File: config.mk
export PLATFORM = sky130hd
export DESIGN_NAME = hazard_forward_unit
export DESIGN_NICKNAME = d
export VERILOG_FILES = /design/src/rtl/hazard_forward_unit_pkg.sv /design/src/rtl/hazard_forward_unit_fwd_select.sv /design/src/rtl/hazard_forward_unit.sv
export SDC_FILE = /design/constraint.sdc
export NUM_CORES = 1
export LEC_CHECK = 0
export ABC_AREA = 1
export BUFFER_PORTS_ARGS = -buffer_cell sky130_fd_sc_hd__buf_2
export CORE_MARGIN = 10
export CORE_UTILIZATION = 51
export CTS_BUF_LIST = sky130_fd_sc_hd__clkbuf_4
export DETAILED_ROUTE_END_ITERATION = 8
export PLACE_DENSITY = 0.82
export SYNTH_ARGS = -nofsm -noshare
export SYNTH_HDL_FRONTEND = slang
export SYNTH_SLANG_ARGS = --single-unit
File: constraint.sdc
create_clock -name clk -period 1.89 [get_ports clk]
set_input_delay 0.2835 -clock clk [delete_from_list [all_inputs] [get_ports clk]]
set_output_delay 0.2835 -clock clk [all_outputs]
set_load 0.1 [all_outputs]
File: src/rtl/hazard_forward_unit_pkg.sv
// Shared encodings for the hazard / forwarding controller.
package hazard_forward_unit_pkg;

    // Operand source selects driven to the EX-stage operand muxes
    localparam logic [1:0] FW_RF  = 2'b00;
    localparam logic [1:0] FW_EX  = 2'b01;
    localparam logic [1:0] FW_MEM = 2'b10;
    localparam logic [1:0] FW_WB  = 2'b11;

    // Controller states
    localparam logic [1:0] ST_RUN      = 2'b00;
    localparam logic [1:0] ST_LU_STALL = 2'b01;
    localparam logic [1:0] ST_FLUSH    = 2'b10;

    // Architectural zero register: never written, so never forwarded
    localparam int REG_ZERO = 0;

endpackage

File: src/rtl/hazard_forward_unit_fwd_select.sv
// Per-operand forwarding comparator: youngest matching producer wins.
module hazard_forward_unit_fwd_select
    import hazard_forward_unit_pkg::*;
#(
    parameter int REG_W = 5
) (
    input  logic [REG_W-1:0] src,
    input  logic             use_src,
    input  logic [REG_W-1:0] ex_rd,
    input  logic             ex_rf_le,
    input  logic [REG_W-1:0] mem_rd,
    input  logic             mem_rf_le,
    input  logic [REG_W-1:0] wb_rd,
    input  logic             wb_rf_le,
    output logic [1:0]       sel
);

    // Priority compare EX > MEM > WB; unused operands and r0 read the RF
    always_comb begin
        sel = FW_RF;
        if (!use_src || (src == REG_W'(REG_ZERO))) begin
            sel = FW_RF;
        end else if (ex_rf_le && (ex_rd == src)) begin
            sel = FW_EX;
        end else if (mem_rf_le && (mem_rd == src)) begin
            sel = FW_MEM;
        end else if (wb_rf_le && (wb_rd == src)) begin
            sel = FW_WB;
        end else begin
            sel = FW_RF;
        end
    end

endmodule

File: src/rtl/hazard_forward_unit.sv
// Front-end hazard controller: load-use stall, taken-branch squash,
// nullification, operand forwarding selects and a saturating bubble counter.
module hazard_forward_unit
    import hazard_forward_unit_pkg::*;
#(
    parameter int REG_W = 5,
    parameter int CNT_W = 16
) (
    input  logic             clk,
    input  logic             reset,
    input  logic             LE,
    input  logic [REG_W-1:0] ID_RA,
    input  logic [REG_W-1:0] ID_RB,
    input  logic             ID_USE_A,
    input  logic             ID_USE_B,
    input  logic [REG_W-1:0] EX_RD,
    input  logic             EX_RF_LE,
    input  logic             EX_L,
    input  logic [REG_W-1:0] MEM_RD,
    input  logic             MEM_RF_LE,
    input  logic [REG_W-1:0] WB_RD,
    input  logic             WB_RF_LE,
    input  logic             EX_BR_TAKEN,
    input  logic             EX_NULLIFY,
    input  logic             CNT_CLR,
    output logic             PC_LE,
    output logic             IF_ID_LE,
    output logic             IF_ID_CLR,
    output logic             S,
    output logic [1:0]       FW_A,
    output logic [1:0]       FW_B,
    output logic [CNT_W-1:0] BUBBLE_CNT
);

    logic [1:0]       state;
    logic [1:0]       state_next;
    logic [1:0]       fw_a_raw;
    logic [1:0]       fw_b_raw;
    logic             luh;
    logic [CNT_W-1:0] cnt;

    hazard_forward_unit_fwd_select #(.REG_W(REG_W)) u_fwd_a (
        .src       (ID_RA),
        .use_src   (ID_USE_A),
        .ex_rd     (EX_RD),
        .ex_rf_le  (EX_RF_LE),
        .mem_rd    (MEM_RD),
        .mem_rf_le (MEM_RF_LE),
        .wb_rd     (WB_RD),
        .wb_rf_le  (WB_RF_LE),
        .sel       (fw_a_raw)
    );

    hazard_forward_unit_fwd_select #(.REG_W(REG_W)) u_fwd_b (
        .src       (ID_RB),
        .use_src   (ID_USE_B),
        .ex_rd     (EX_RD),
        .ex_rf_le  (EX_RF_LE),
        .mem_rd    (MEM_RD),
        .mem_rf_le (MEM_RF_LE),
        .wb_rd     (WB_RD),
        .wb_rf_le  (WB_RF_LE),
        .sel       (fw_b_raw)
    );

    // Load in EX whose destination (non-r0) is read by the ID instruction
    always_comb begin
        luh = EX_L && EX_RF_LE && (EX_RD != REG_W'(REG_ZERO)) &&
              ((ID_USE_A && (ID_RA == EX_RD)) || (ID_USE_B && (ID_RB == EX_RD)));
    end

    // Pipeline control outputs and next-state; branch beats load-use
    always_comb begin
        PC_LE      = 1'b1;
        IF_ID_LE   = 1'b1;
        IF_ID_CLR  = 1'b0;
        S          = 1'b1;
        FW_A       = fw_a_raw;
        FW_B       = fw_b_raw;
        state_next = state;
        if (reset) begin
            FW_A       = FW_RF;
            FW_B       = FW_RF;
            state_next = ST_RUN;
        end else if (!LE) begin
            PC_LE      = 1'b0;
            IF_ID_LE   = 1'b0;
            state_next = state;
        end else begin
            case (state)
                ST_RUN: begin
                    if (EX_BR_TAKEN) begin
                        IF_ID_CLR  = 1'b1;
                        S          = EX_NULLIFY;
                        state_next = ST_FLUSH;
                    end else if (luh) begin
                        PC_LE      = 1'b0;
                        IF_ID_LE   = 1'b0;
                        state_next = ST_LU_STALL;
                    end else begin
                        S          = EX_NULLIFY;
                        state_next = ST_RUN;
                    end
                end
                ST_LU_STALL: begin
                    S          = 1'b0;
                    state_next = ST_RUN;
                end
                ST_FLUSH: begin
                    state_next = ST_RUN;
                end
                default: begin
                    state_next = ST_RUN;
                end
            endcase
        end
    end

    // State and bubble counter; pipe freeze holds both, clear beats increment
    always_ff @(posedge clk) begin
        if (reset) begin
            state <= ST_RUN;
            cnt   <= '0;
        end else begin
            if (LE) begin
                state <= state_next;
            end else begin
                state <= state;
            end
            if (CNT_CLR) begin
                cnt <= '0;
            end else if (LE && S && (cnt != {CNT_W{1'b1}})) begin
                cnt <= cnt + CNT_W'(1);
            end else begin
                cnt <= cnt;
            end
        end
    end

    assign BUBBLE_CNT = cnt;

endmodule

==> metrics list, run 1 <==
- For the worst-skew pair, the clock arrives at the later sink with an insertion delay of 0.31 ns.
- Worst relative slew slack: 0.6628
- Synthesized Nets: 290
- The worst setup path is captured at a primary output.
- No sink is reached through more buffers than the 2 on the longest clock path.
- On the final layout, the worst clock skew is 0.005662 ns.
* Number of resized instances in the post-cts repair step: 0
* WP data required: 1.61 ns
* Post-synthesis async set-or-reset flop share: 0
- Transition time of the tightest slew-check pin: 0.5053 ns
- After clock tree synthesis, the clock-pin slew on the worst setup and hold paths is 0.11 ns.
* Hold path depth: 4
- Derived from the worst setup path, the maximum achievable clock frequency is 557.9 MHz.
- Final ANT Viol Nets: 0
- The cell area that synthesis handed to floorplanning was 1622 um^2.
* Total Neg Setup Slack: 0 ns
- The final layout contains routed wiring with a total length of 5246 um.
* Startpoint of the most critical register-to-register path: BUBBLE_CNT[0]$_SDFFE_PP0P_
- For this block, the initial DRC count from the detailed router was 123.
* Path type of the worst setup path: input port to primary output
* DRT Pass-1 Iters: 4
* PnR Total Power: 0.8920 mW
- Final Slew Violations: 0
- Excluding fillers, the count of instances in the completed layout stands at 364.
- Final hold analysis gives a worst-case slack of 0.2172 ns.
- Setup violations remaining at the end of the flow were counted as 0.
- Power share of the combinational group: 0.343
- The share of the Yosys chip area taken by registers is 0.2222.
* Post-layout minimum cycle time: 1.792 ns
* Final weighted congestion of routability-driven global placement: 0.9962
- Largest net degree at the start of global routing: 19
* Area after DPL: 2240 um^2
- Total net switching power: 0.3290 mW
- Of the total power, the clock network draws 0.230.
- Total power density per cell area: 387.9 nW/um^2
* Area Growth Syn to Fin: 41.82%
- 0 antenna diodes ended up in the layout.
- The core region is 3053 um^2.
- #FFs+latches synth: 18
* Number of global-route vias before repair: 1927
- EDFF count, synth: 0
- The internal portion of the total power is 0.5630 mW.
- Once layout is complete, the utilization of the core stands at 0.7533.
- In this run the number of H-tree levels came out at 1.
* Root Driver: clkbuf_4
- Ratio of cells with drive above 1 in the final layout: 0.3625
- Syn. warnings: 0
- Dividing the final minimum period by the clock period gives 0.9484.
* Commonest non-fill, non-tap cells in the layout: nand2_1 (58), buf_2 (52), inv_1 (28), a21oi_1 (22), nand4_1 (22)
- The initialized floorplan defines 20 standard-cell rows.
- In this run the post-CTS setup repair buffer count came out at 0.
* Final global-route overflow total: 0
- Buffers placed on the I/O ports in this run total 60.
- Most instantiated flip-flop cell in the synthesis netlist: dfxtp_1
* # IOs: 61
- Crit start category: input port
- Cell area after layout: 2300 um^2
* Average routed wire per standard cell: 14.41 um
- Die boundary width: 76.39 um
- Result of the run: completed
* Cell leakage power: 1.031 nW
* Peak supply drop: 0.3161 mV
* Leading cell type in the layout, fill and taps excluded: nand2_1
- For this run, the total global-route usage over all layers was measured as 0.1710.
* Mean Syn Cell Area: 6.435 um^2
- In the post-route analysis, the smallest setup slack over all paths is 0.09755 ns.
* Vias per cell: 5.437
* Worst-case setup slack after placement: 0.04259 ns
- The initial utilization of the core area, before any placement, comes to 0.5311.
- For this block, the via count after detailed routing is 1979.
* Num CTS Buffers: 3
- Share of total power in sequential cells: 0.427
- The first global-routing pass estimated 8707 um of wire.
- Number of cell instances on the worst register-to-register path: 9
- HPWL after detailed placement: 4268 um
- Clock tree from TritonCTS: done
* Hold/Removal Path Class: input port to flip-flop
- Hold repair after CTS inserted 0 buffers.
* Remaining routing DRC violations: 0
* Height of the die: 76.39 um
* Initial antenna violation count: 0
- The most critical setup path has its startpoint at ID_RA[0].
- Die area: 5835 um^2
- Worst hold path startpoint: CNT_CLR
- Along the worst path, the maximum fanout reaches 3.
- Setup repair after global routing missed its margin: true
- The tool flagged a number of max-cap violations equal to 0.
- The final-report hold violation count came to 0.
- In the final design database the tool counted 359 nets.
* Post-Synthesis Cells: 252
- Distinct cell type count of the synthesized netlist: 35
- Dpl cells: 360
- CTS saw 18 sinks.
- Arrival time at the worst endpoint: 1.51 ns
- Of the total power, the share spent switching nets is 0.3688.
==> layer usage <==
metal  global-route usage  share of wire  vias up
met3              0.05307          0.074       14
li1                     -              -      986
met5                    0              0        -
met1               0.2012           0.42      903
met4              0.05576          0.018        0
met2               0.2866           0.49       76
==> power by group through the flow <==
stage | Clock [mW] | Sequential, mW | Combinational [mW]
after floorplan | 0 | 0.398 | 0.166
after global placement | 0 | 0.388 | 0.290
after detailed placement | 0 | 0.388 | 0.295
after CTS | 0.203 | 0.379 | 0.296
after global routing | 0.219 | 0.381 | 0.331
final | 0.206 | 0.380 | 0.306
==> path summary, 6_finish.rpt <==
kind | to | slack, ns
hold reg to reg | BUBBLE_CNT[14]$_SDFFE_PP0P_ | 0.49
setup reg to reg | BUBBLE_CNT[12]$_SDFFE_PP0P_ | 0.24
hold / removal | BUBBLE_CNT[0]$_SDFFE_PP0P_ | 0.22
setup / recovery | FW_A[1] | 0.1
==> cells in the mapped netlist, drive strengths merged, types with 3 or more instances <==
cell | instances | share of area
inv | 32 | 0.074
nand3 | 13 | 0.051
clkbuf | 3 | 0.0069
xnor2 | 8 | 0.043
dfxtp | 18 | 0.22
nand4 | 23 | 0.098
buf | 4 | 0.022
o22ai | 6 | 0.023
xor2 | 15 | 0.081
a21oi | 24 | 0.074
nand2 | 62 | 0.15
nor3 | 3 | 0.0093
nor2 | 25 | 0.061
==> flip-flops by register name, summed over array words and instances, names as in the netlist <==
| name | count |
|---|---|
| state | 2 |
| BUBBLE_CNT | 16 |
==> worst max-delay path: stages <==
cell	delay [ns]
buf_2	0.10
inv_1	0.09
or2_2	0.13
o2111ai_2	0.12
nor4_2	0.18
buf_4	0.15
inv_1	0.03
nand2_1	0.04
nand2_1	0.08
nor2_4	0.11
buf_12	0.18
==> kinds of logic after synthesis <==
group | after synthesis | synth area share
adder cells (fa/ha/maj) | 1 | 0.007715
AO/OA/AOI/OAI | 38 | 0.1474
AND/OR/NAND/NOR | 132 | 0.3935
XOR/XNOR | 23 | 0.1242
flip-flops | 18 | 0.2222
buffers and inverters | 40 | 0.1049
==> area by class of cell <==
class / count / area [um^2]
clock buffers: 3 / 22.52
clock inverters: 1 / 3.754
fillers: 259 / 753.2
inverters: 33 / 123.9
multi-input cells: 194 / 1184
flip-flops and latches: 18 / 395.4
well taps: 44 / 55.05
repair buffers: 71 / 515.5
Power figures use the tool's default switching activity.
==> run 2, diff against run 1 <==
--- a/config.mk
+++ b/config.mk
@@ -8,10 +8,10 @@
 export ABC_AREA = 1
 export BUFFER_PORTS_ARGS = -buffer_cell sky130_fd_sc_hd__buf_2
 export CORE_MARGIN = 10
-export CORE_UTILIZATION = 51
+export CORE_UTILIZATION = 55
 export CTS_BUF_LIST = sky130_fd_sc_hd__clkbuf_4
 export DETAILED_ROUTE_END_ITERATION = 8
-export PLACE_DENSITY = 0.82
+export PLACE_DENSITY = 0.88
 export SYNTH_ARGS = -nofsm -noshare
 export SYNTH_HDL_FRONTEND = slang
 export SYNTH_SLANG_ARGS = --single-unit
==> constraint.sdc (replaced) <==
create_clock -name clk -period 2.2 [get_ports clk]
set_input_delay 0.33 -clock clk [delete_from_list [all_inputs] [get_ports clk]]
set_output_delay 0.33 -clock clk [all_outputs]
set_load 0.005 [all_outputs]
==> run 2 against run 1 <==
Compared with the run above: worst setup slack better by 0.13 ns; register-to-register slack barely moved; worst hold slack better by 0.061 ns; cell count down 6.3%; first-iteration DRC count up 55%; sequential share of layout area rose by 1.3 points; critical path type is now flip-flop to flip-flop; critical endpoint is now BUBBLE_CNT[2]$_SDFFE_PP0P_.
==> metrics list, run 2 (same netlist as run 1, synthesis figures left out) <==
- Area after DPL: 1922 um^2 (-14%)
- The first-pass GRT wire length was 7866 um (-9.7%).
- The global placer's final weighted congestion came to 0.9118 (-8.5%).
- The required time reported for the critical path endpoint was 2.43 ns (+0.82 ns).
- The data arrival time of the critical path was 2.21 ns (+0.70 ns).
* Number of cell instances on the worst register-to-register path: 9 (unchanged)
* Initial antenna violation count: 0 (unchanged)
* Layout net count: 349 (-2.8%)
- Maximum level of the CTS H-tree: 1 (unchanged)
- The static leakage was 0.9242 nW (-10%).
- Hold_buf cts: 0 (unchanged)
- Number of hold violations in the final report: 0 (unchanged)
* Ratio of cells with drive above 1 in the final layout: 0.2484 (-0.1141)
- The HPWL after detailed placement is 3960 um (-7.2%).
- Area Growth Syn to Fin: 20.14%
- The final design instance area without fill came to 1948 um^2 (-15%).
- The average vias per placed instance came to 5.698 (+4.8%).
* Worst relative slew slack: 0.6760 (+0.01321)
- Cell internal pwr: 0.4641 mW (-18%)
* Final core utilization: 0.7004 (-0.05287)
- Total number of vias: 1943 (-1.8%)
* Initial core utilization: 0.5830 (+0.05185)
- Derived from the worst setup path, the maximum achievable clock frequency is 507.2 MHz.
* Setup violators final: 0 (unchanged)
* Peak supply drop: 0.3817 mV (+21%)
- Share of total power in sequential cells: 0.484 (+0.057)
- Average routed wire per standard cell: 14.62 um (+1.5%)
* Height of the die: 74.30 um (-2.7%)
- The TritonCTS buffer count was 3 (unchanged).
- TritonCTS built the clock tree.
- The global-route usage over all layers is 0.1735 (+0.002496).
- Clock edge transition at the registers on the reported setup and hold paths: 0.10 ns (about the same)
- Critical path endpoint category: flip-flop
* Power share of the combinational group: 0.262 (-0.081)
- Clock power share: 0.254 (+0.024)
* Worst-path maximum fanout: 17 (+14)
* Total power density per cell area: 352.1 nW/um^2 (-9.2%)
* Number of global-route vias before repair: 1730 (-10%)
- MaxCap Viol Count: 0 (unchanged)
- Final ANT Viol Nets: 0 (unchanged)
- The library cells used most frequently in the layout, excluding fill and tap cells, are nand2_1 (60), buf_2 (60), inv_1 (28), a21oi_1 (24), nor2_1 (23).
* Total Neg Setup Slack: 0 ns (unchanged)
- Die boundary width: 74.30 um (-2.7%)
- DRT Pass-1 Iters: 5 (+1)
- The fill cell total of the finished layout is 257 (-0.77%).
- The clock sink count was 18 (unchanged).
- The pin count of the biggest net entering global routing is 19 (unchanged).
* Clk Latency, worst-skew pair: 0.30 ns (about the same)
* Final global-route overflow total: 0 (unchanged)
- Setup repair after global routing left no endpoint under its margin.
- Crit start category: flip-flop
- The final number of max-transition violations is 0 (unchanged).
* Remaining routing DRC violations: 0 (unchanged)
* Standard cell core area: 2781 um^2 (-8.9%)
- The routed design could run at a clock period as short as 1.972 ns.
- The number of cells traversed by the worst hold path was 2 (-2).
* Result of the run: completed
* Transition time of the tightest slew-check pin: 0.4855 ns (-0.01980 ns)
* Worst-case setup slack after placement: 0.2928 ns (+0.2502 ns)
- The number of flip-flops under the largest register name is 16 (unchanged).
- Number of buffers inserted to repair setup after CTS: 0 (unchanged)
- Worst-case setup margin in the final layout: 0.2285 ns (+0.1309 ns)
- Total net switching power: 0.2218 mW (-33%)
- In this run the worst hold path is classified as input port to flip-flop.
* # IOs: 61 (unchanged)
- The critical path is of the flip-flop to flip-flop type.
- The clock tree buffer depth was 2 (unchanged).
- The number of rows in the core area came to 19 (-5.0%).
* Share of the clock period used by the worst path: 0.8962
* Iter 0 DRT Violations: 191 (+55%)
- The post-cts gate resize count is 0 (unchanged).
- Wire length after detailed routing: 4986 um (-5.0%)
* Root Driver: clkbuf_4
- The diode insertion count for antenna repair was 0 (unchanged).
- The die footprint was 5520 um^2 (-5.4%).
* Clk_skew: 0.001074 ns (-0.004587 ns)
- The switching part of the total power was 0.3234 (-0.04545).
- The count of buffers inserted at the top-level ports is 60 (unchanged).
[run 2: cell count changes in the layout (fill, tap and decap cells not counted), sizes merged]
cell | before | now
buf | 71 | 61
[run 2: critical path: stages (launching register included)]
cell and delay (ns):
dfxtp_1 0.42, ha_1 0.24, nand3_1 0.11, nor2_2 0.19, nand3_2 0.11, clkinv_1 0.08
nand4_4 0.22, nand3_4 0.29, nand2_1 0.08, a21oi_1 0.14
[run 2: final timing paths]
path	slack, ns	to	start
max reg2reg	0.23	BUBBLE_CNT[2]$_SDFFE_PP0P_	BUBBLE_CNT[1]$_SDFFE_PP0P_
max	0.23	BUBBLE_CNT[2]$_SDFFE_PP0P_	BUBBLE_CNT[1]$_SDFFE_PP0P_
min	0.28	state[1]$_SDFFE_PP0P_	reset
min reg2reg	0.52	BUBBLE_CNT[8]$_SDFFE_PP0P_	BUBBLE_CNT[8]$_SDFFE_PP0P_
[run 2: layout make-up]
cell class,count,area (um^2),area share
tap,31,38.79,0.01991
sequential,18,360.3,0.1850
inverter,33,123.9,0.06358
timing repair buffer,61,307.8,0.1580
clock inverter,1,3.754,0.001927
multi-input combinational,194,1091,0.5601
clock buffer,3,22.52,0.01156
[run 2: layer usage]
layer	GRT usage	wire length, um
met1	0.2155	2016
met2	0.2737	2307
met3	0.04521	545
met4	0.08130	116
met5	0	0
[run 2: metrics by stage]
step | hold WS (ns) | power, mW | std cells
6_report | 0.2781 | 0.6860 | 341
5_1_grt | 0.2811 | 0.7195 | 341
4_1_cts | 0.2838 | 0.6860 | 341
3_5_place_dp | 0.4938 | 0.5157 | 337
3_3_place_gp | 0.4880 | 0.5127 | 337
2_1_floorplan | 0.3991 | 0.4426 | 252
[run 2: power by group through the flow]
| stage | combinational [mW] | sequential, mW | clock (mW) |
|---|---|---|---|
| after detailed placement | 0.176 | 0.340 | 0 |
| final | 0.179 | 0.332 | 0.174 |
| after global placement | 0.174 | 0.339 | 0 |
| after global routing | 0.198 | 0.333 | 0.188 |
| after floorplan | 0.103 | 0.339 | 0 |
| after CTS | 0.177 | 0.332 | 0.177 |
